## src/rtl/axistream_snoop_arb.sv

```systemverilog
// axistream_snoop_arb: merges NUM_CH passive AXIS taps into one snoop stream, whole packets, round-robin.
// Define SNOOP_ARB_DROP_CNT_EN to build the per-channel saturating drop counters; otherwise drop_cnt is 0.
module axistream_snoop_arb #(
  parameter int NUM_CH = 2,
  parameter int SN_FWD_DATA_WIDTH = 64,
  parameter int CNT_WIDTH = 16,
  localparam int W = SN_FWD_DATA_WIDTH,
  localparam int CH_W = (NUM_CH > 1) ? $clog2(NUM_CH) : 1
) (
  input  logic                          clk,
  input  logic                          rst_n,
  input  logic                          enable,
  input  logic [NUM_CH*W-1:0]           sn_TDATA,
  input  logic [NUM_CH*W/8-1:0]         sn_TKEEP,
  input  logic [NUM_CH-1:0]             sn_TREADY,
  input  logic [NUM_CH-1:0]             sn_TVALID,
  input  logic [NUM_CH-1:0]             sn_TLAST,
  output logic [W-1:0]                  out_TDATA,
  output logic [W/8-1:0]                out_TKEEP,
  output logic                          out_TVALID,
  output logic                          out_TLAST,
  output logic                          out_TREADY,
  output logic [CH_W-1:0]               out_chan,
  output logic                          busy,
  output logic [NUM_CH*CNT_WIDTH-1:0]   drop_cnt
);
  typedef enum logic {IDLE, FWD} state_t;
  state_t state, state_nxt;
  logic [CH_W-1:0] owner, owner_nxt, rr_ptr, rr_nxt, grant, sel;
  logic [NUM_CH-1:0] beat, sop, in_pkt, cand;
  logic take;
  function automatic logic [CH_W-1:0] rr_pick(input logic [NUM_CH-1:0] c, input logic [CH_W-1:0] p);
    rr_pick = '0;
    for (int k = NUM_CH - 1; k >= 0; k--)
      if (c[(int'(p) + k) % NUM_CH]) rr_pick = CH_W'((int'(p) + k) % NUM_CH);
  endfunction
  assign beat = sn_TVALID & sn_TREADY;
  assign sop = beat & ~in_pkt;
  assign cand = (state == IDLE && enable) ? sop : '0;
  assign grant = rr_pick(cand, rr_ptr);
  assign sel = (state == IDLE) ? grant : owner;
  assign take = (state == IDLE) ? |cand : beat[owner];
  assign out_TREADY = 1'b1;
  always_ff @(posedge clk or negedge rst_n)
    if (!rst_n) begin
      state <= IDLE;
      owner <= '0;
      rr_ptr <= '0;
    end else begin
      state <= state_nxt;
      owner <= owner_nxt;
      rr_ptr <= rr_nxt;
    end
  always_comb begin
    state_nxt = state;
    owner_nxt = owner;
    rr_nxt = rr_ptr;
    if (state == IDLE && take) begin
      rr_nxt = (grant == CH_W'(NUM_CH - 1)) ? '0 : grant + 1'b1;
      owner_nxt = grant;
      state_nxt = sn_TLAST[grant] ? IDLE : FWD;
    end else if (state == FWD && take && sn_TLAST[owner]) state_nxt = IDLE;
  end
  always_comb busy = (state == FWD);
  // packet tracking follows every beat, granted or not, so drops stay packet-aligned
  always_ff @(posedge clk or negedge rst_n)
    if (!rst_n) begin
      out_TVALID <= 1'b0;
      out_TLAST <= 1'b0;
      out_TDATA <= '0;
      out_TKEEP <= '0;
      out_chan <= '0;
      in_pkt <= '0;
    end else begin
      out_TVALID <= take;
      out_TLAST <= take & sn_TLAST[sel];
      if (take) begin
        out_TDATA <= sn_TDATA[sel*W +: W];
        out_TKEEP <= sn_TKEEP[sel*(W/8) +: W/8];
        out_chan <= sel;
      end
      in_pkt <= (in_pkt & ~beat) | (beat & ~sn_TLAST);
    end
`ifdef SNOOP_ARB_DROP_CNT_EN
  logic [NUM_CH-1:0] drop;
  assign drop = sop & ~((state == IDLE && take) ? (NUM_CH'(1) << grant) : '0);
  for (genvar g = 0; g < NUM_CH; g++) begin : g_cnt
    logic [CNT_WIDTH-1:0] cnt;
    always_ff @(posedge clk or negedge rst_n)
      if (!rst_n) cnt <= '0;
      else if (drop[g] && cnt != '1) cnt <= cnt + 1'b1;
    assign drop_cnt[g*CNT_WIDTH +: CNT_WIDTH] = cnt;
  end
`else
  assign drop_cnt = '0;
`endif
endmodule

```

## config.mk

```make
export PLATFORM = sky130hd
export DESIGN_NAME = axistream_snoop_arb
export DESIGN_NICKNAME = d
export VERILOG_FILES = /design/src/rtl/axistream_snoop_arb.sv
export SDC_FILE = /design/constraint.sdc
export NUM_CORES = 1
export LEC_CHECK = 0
export CORE_AREA = 8 8 132 134
export CTS_CLUSTER_SIZE = 16
export DETAILED_ROUTE_END_ITERATION = 8
export DIE_AREA = 0 0 140 142
export PLACE_DENSITY_LB_ADDON = 0.15
export SLEW_MARGIN = 20
export SYNTH_ARGS = -nofsm -noshare
export SYNTH_HDL_FRONTEND = slang
export SYNTH_SLANG_ARGS = --single-unit
```

## constraint.sdc

```tcl
create_clock -name clk -period 3.9 [get_ports clk]
set_input_delay 0.975 -clock clk [delete_from_list [all_inputs] [get_ports clk]]
set_output_delay 0.975 -clock clk [all_outputs]
set_load 0.01 [all_outputs]
```

==> results.json, run 1 <==
{
  "min_period_ps": 2860,
  "final_antenna_net_count": 0,
  "clockBufferDepth": 2,
  "drt_wl_total_microns": 12600,
  "ys_types": 29,
  "core_area_sq_um": 15400,
  "grt_pass1_wl_microns": 19200,
  "start_util_pct": 29.0,
  "startpoint_type": "input pin",
  "nFillCells": 1405,
  "r2r_cells": 6,
  "clockRootBuffer": "clkbuf_16",
  "netlist_instances": 303,
  "max_freq_ghz": 0.350,
  "synth-seq-cells": 80,
  "synth_flop_cell": "dfrtp_1",
  "via_per_inst": 4.22,
  "grt_max_degree": 47,
  "grt_pass1_vias": 3440,
  "vias": 3068,
  "h-tree-depth": 3,
  "ff2ff_setup_slack_ps": 1670,
  "hold_depth": 1,
  "rsz0062_at_grt": "no",
  "seq_area_frac_synth_pct": 44.7,
  "areaGrowthSynthToFinish_pct": 58.6,
  "synth_edf_count": 0,
  "grtUsageTotal_pct": 12.3,
  "whs_endpoint": "out_TDATA[18]$_DFFE_PN0N_",
  "antenna_found_initial": 0,
  "required_ps": 4110,
  "reg2reg_to": "out_TDATA[18]$_DFFE_PN0N_",
  "die_w_microns": 140,
  "grt-ovfl-total": 0,
  "power_density_nw_per_um2": 719,
  "pwr-share-seq_pct": 29.2,
  "cap_violations": 0,
  "place_congestion": 0.844,
  "max_stage_delay_ps": 460,
  "dieArea_sq_um": 19900,
  "rows": 46,
  "tns_ps": 0,
  "synth_area_per_cell_sq_um": 14.8,
  "switchingPower_w": 0.00152,
  "critPathKind": "input pin to register",
  "drcViolationCount": 0,
  "hold_viol": 0,
  "synthArstFlopShare_pct": 100,
  "p_total_w": 0.00510,
  "first_pass_iters": 4,
  "clkTransAtPathRegs_ps": 50,
  "crit_slowest_cell": "clkdlybuf4s50_1",
  "final_util_pct": 46.0,
  "min_period_over_period_pct": 73.3,
  "p_leak_nw": 3.00,
  "timing.critical_path.buf_inv": 3,
  "skew_ps": 4.92,
  "yosysWarnings": 0,
  "finalSetupViolCount": 0,
  "syn_area_sq_um": 4480,
  "hpwl_microns": 10100,
  "die_h_microns": 142,
  "timing.slew.headroom_pct": 61.5,
  "critPathMaxFanout": 28,
  "path_cells": "clkdlybuf4s50_1, or2b_4, nor3_2, a211oi_2, inv_4, buf_12, mux2_2",
  "diodes": 0,
  "vdd_drop_max_mv": 0.287,
  "cts_buffers": 9,
  "postCtsHoldBufs": 0,
  "io_pins": 262,
  "tritoncts": "built",
  "worstMarginPinSlew_ps": 577,
  "combPwrFrac_pct": 53.2,
  "worstReg2RegStart": "busy$_DFFE_PN0P_",
  "cp_data_arrival_time_ps": 3070,
  "crit_path_end_kind": "register",
  "crit_family": "buffers and inverters",
  "status": "completed",
  "cts_num_sinks": 80,
  "maxSlewViolCount": 0,
  "p_clk_share_pct": 17.7,
  "ctsResizeCount": 0,
  "post-cts-setup-buffers": 0,
  "portBuffers": 228,
  "drt_iter0_markers": 69,
  "p_int_w": 0.00358,
  "min_path_type": "register to register",
  "finalNetCount": 684,
  "drive_above_1_share_pct": 30.3,
  "wl_per_cell_microns": 17.3,
  "clk_latency_ps": 330,
  "min_from": "out_TDATA[18]$_DFFE_PN0N_",
  "netSwitchingFraction_pct": 29.8
}
==> power by group through the flow <==
| stage | sequential, W | clock, W | combinational, W |
|---|---|---|---|
| after floorplan | 0.00167 | 0 | 0.00140 |
| final | 0.00149 | 0.000902 | 0.00271 |
| after global routing | 0.00155 | 0.000962 | 0.00289 |
| after global placement | 0.00150 | 0 | 0.00272 |
| after CTS | 0.00150 | 0.000933 | 0.00278 |
| after detailed placement | 0.00150 | 0 | 0.00276 |
==> metal layers <==
layer  part of all wire [%]  vias to the layer above  track usage [%]
met2                     52                      130             21.8
met3                    7.0                       12             3.92
met1                     39                     1464             13.3
met4                    1.7                        0             5.14
met5                      0                        -                0
li1                       -                     1462                -
==> cells in the mapped netlist, types with 2 or more instances <==
master,instances,area share [%]
buf_4,38,6.4
buf_8,6,2.0
clkbuf_4,2,0.34
conb_1,2,0.17
dfrtp_1,80,45
mux2_1,9,2.3
mux2_2,75,19
mux2_4,60,20
mux2i_1,2,0.45
nand2_1,6,0.50
nand3_1,2,0.22
nor3_2,2,0.45
o21ai_0,3,0.34
==> per-stage QoR <==
step	hold slack (ps)	area [sq um]	instances	worst slack, ps
finish	505	7100	727	1040
global placement	485	6780	712	724
global route	521	7100	727	935
detailed placement	492	6780	712	666
CTS	508	7100	727	1030
floorplan	461	4590	334	1480
==> worst max-delay path by stage <==
stage,to,slack (ps),from,cells past startpoint
2_1_floorplan,out_TDATA[0]$_DFFE_PN0N_,1480,sn_TVALID[0],5
3_3_place_gp,out_TDATA[19]$_DFFE_PN0N_,720,enable,7
3_5_place_dp,out_TDATA[15]$_DFFE_PN0N_,670,enable,7
4_1_cts,out_TDATA[19]$_DFFE_PN0N_,1030,enable,7
5_1_grt,out_TDATA[18]$_DFFE_PN0N_,930,enable,7
6_report,out_TDATA[18]$_DFFE_PN0N_,1040,enable,7
==> registers in the layout (all words and copies together), names as in the netlist, named ones only <==
signal / flops
busy: 1
out_TDATA: 64
out_TKEEP: 8
out_TLAST: 1
out_TVALID: 1
out_chan: 1
owner: 1
rr_ptr: 1
==> layout make-up <==
cell class	count	area, sq um	share of cell area (%)
clock buffer	12	256	3.61
clock inverter	3	65.1	0.916
inverter	1	6.26	0.0881
multi-input combinational	205	2180	30.7
sequential	80	2000	28.2
tap	192	240	3.38
timing repair buffer	234	2350	33.1
==> cells by family after synthesis <==
logic type             count (synthesis)  share of synthesized area [%]
buffers and inverters                 49                           9.17
other                                  2                          0.168
DFF                                   80                           44.7
and+or+nand+nor                       17                           2.38
AOI/OAI and AO/OA                      9                           1.85
muxes                                146                           41.7
==> cell usage in the layout, fill, tap and decap left out <==
master	count
clkdlybuf4s50_1	227
dfrtp_1	80
mux2_2	75
mux2_4	60
conb_1	33
mux2_1	9
clkbuf_16	9
nand2_1	6
buf_4	5
o21ai_0	3
nand3_1	2
nor3_2	2
mux2i_1	2
bufinv_16	2
clkbuf_8	2
buf_12	2
or2b_4	1
a211oi_2	1
inv_4	1
nor2b_1	1
and3b_1	1
nand4bb_1	1
and2_1	1
a31oi_4	1
nor2_1	1
a2111oi_0	1
a31oi_1	1
o22a_1	1
o32a_1	1
or3_1	1
clkbuf_1	1
clkinv_2	1
(Power assumes the default switching activity.)
==> run 2: changes to the inputs <==
==> constraint.sdc (replaced) <==
create_clock -name clk -period 2.5 [get_ports clk]
set_input_delay 0.625 -clock clk [delete_from_list [all_inputs] [get_ports clk]]
set_output_delay 0.625 -clock clk [all_outputs]
set_load 0.01 [all_outputs]
==> results.json, run 2 (synthesis results as in run 1) <==
{
  "p_leak_nw": 3.05,
  "largest_reg_flops": 64,
  "grtUsageTotal_pct": 13.5,
  "clockBufferDepth": 2,
  "crit_family": "buffers and inverters",
  "required_ps": 2720,
  "maxSlewViolCount": 0,
  "power_density_nw_per_um2": 1120,
  "hpwl_microns": 10500,
  "start_util_pct": 29.0,
  "p_clk_share_pct": 17.5,
  "drcViolationCount": 0,
  "drt_wl_total_microns": 13500,
  "place_congestion": 0.779,
  "diodes": 0,
  "finalSetupViolCount": 0,
  "final_cell_mix": "clkdlybuf4s50_1, dfrtp_1, mux2_2",
  "antenna_found_initial": 0,
  "min_period_over_period_pct": 92.5,
  "finalNetCount": 695,
  "first_pass_iters": 4,
  "crit_slowest_cell": "clkdlybuf4s50_1",
  "core_area_sq_um": 15400,
  "status": "completed",
  "h-tree-depth": 3,
  "critPathKind": "input pin to register",
  "clkTransAtPathRegs_ps": 60,
  "clk_latency_ps": 340,
  "max_stage_delay_ps": 500,
  "min_period_ps": 2310,
  "die_w_microns": 140,
  "wl_per_cell_microns": 18.2,
  "holdWs_ps": 302,
  "post-cts-setup-buffers": 0,
  "switchingPower_w": 0.00242,
  "dp.cells": 723,
  "final_antenna_net_count": 0,
  "tritoncts": "built",
  "drive_above_1_share_pct": 31.6,
  "pwr-share-seq_pct": 29.0,
  "io_pins": 262,
  "vias": 3188,
  "crit_path_end_kind": "register",
  "critPathMaxFanout": 36,
  "cp_data_arrival_time_ps": 2530,
  "path_cells": "clkdlybuf4s50_1, nand4bb_1, a31oi_4, buf_12, mux2_2, mux2_4",
  "min_path_type": "input pin to async pin",
  "startpoint_type": "input pin",
  "crit_start": "sn_TVALID[0]",
  "grt_max_degree": 46,
  "hold_viol": 0,
  "die_h_microns": 142,
  "cts_buffers": 9,
  "dieArea_sq_um": 19900,
  "p_int_w": 0.00562,
  "via_per_inst": 4.31,
  "netSwitchingFraction_pct": 30.1,
  "timing.slew.headroom_pct": 56.6,
  "skew_ps": 8.49,
  "areaGrowthSynthToFinish_pct": 60.9,
  "clockRootBuffer": "clkbuf_16",
  "postCtsHoldBufs": 0,
  "top_regs": "out_TDATA x64, out_TKEEP x8",
  "grt-ovfl-total": 0,
  "vdd_drop_max_mv": 0.463,
  "timing.critical_path.buf_inv": 2,
  "cap_violations": 0,
  "final_common_cell": "clkdlybuf4s50_1",
  "grt_pass1_wl_microns": 21000,
  "top_register": "out_TDATA",
  "combPwrFrac_pct": 53.5,
  "worstMarginPinSlew_ps": 651,
  "ctsResizeCount": 0,
  "drt_iter0_markers": 49,
  "rsz0062_at_grt": "no",
  "cts_num_sinks": 80,
  "grt_pass1_vias": 3822,
  "max_freq_ghz": 0.432,
  "rows": 46,
  "final_cells": 739,
  "portBuffers": 228
}
-- run 2: cell count changes in the layout (fill, tap and decap cells not counted) --
cell / previous run / this run
buf_4: 5 / 14
buf_12: 2 / 4
clkbuf_8: 2 / 0
clkbuf_1: 1 / 2
clkinv_4: 0 / 1
clkinvlp_4: 0 / 1
-- run 2: worst paths after layout --
check | end | slack [ps] | depth (start not counted)
max in group asynchronous | out_TDATA[18]$_DFFE_PN0N_ | 1430 | 2
min in group clk | out_TDATA[11]$_DFFE_PN0N_ | 510 | 1
min | out_TDATA[44]$_DFFE_PN0N_ | 300 | 1
min reg2reg | out_TDATA[11]$_DFFE_PN0N_ | 510 | 1
max | out_TDATA[57]$_DFFE_PN0N_ | 190 | 6
max reg2reg | out_TDATA[57]$_DFFE_PN0N_ | 480 | 5
-- run 2: cell type report --
class                           instances  area (sq um)
Clock buffer                           11           233
Clock inverter                          5          81.3
Fill cell                            1393          8230
Inverter                                1          6.26
Multi-Input combinational cell        205          2180
Sequential cell                        80          2000
Tap cell                              192           240
Timing Repair Buffer                  245          2460
-- run 2: through the flow --
stage | worst slack, ps | total power [W] | cell area [sq um] | setup TNS, ps | util (%)
after global routing | 109 | 0.00853 | 7200 | 0 | 46.7
after CTS | 191 | 0.00819 | 7200 | 0 | 46.7
final | 187 | 0.00803 | 7200 | 0 | 46.7
after global placement | -149 | 0.00667 | 6890 | -8780 | 44.6
after detailed placement | -177 | 0.00672 | 6890 | -10730 | 44.6
after floorplan | 430 | 0.00478 | 4590 | 0 | -
-- run 2: power by group through the flow --
stage / registers (W) / logic, W / clock network, W
floorplan: 0.00260 / 0.00218 / 0
global placement: 0.00233 / 0.00434 / 0
detailed placement: 0.00233 / 0.00438 / 0
CTS: 0.00234 / 0.00439 / 0.00147
global route: 0.00243 / 0.00458 / 0.00152
finish: 0.00233 / 0.00430 / 0.00140
-- run 2: per-layer routing --
layer	global-route usage [%]	up-vias	wire, microns
li1	-	1489	-
met1	13.9	1556	5070
met2	25.0	131	7200
met3	4.19	12	956
met4	5.66	0	245
met5	0	-	0
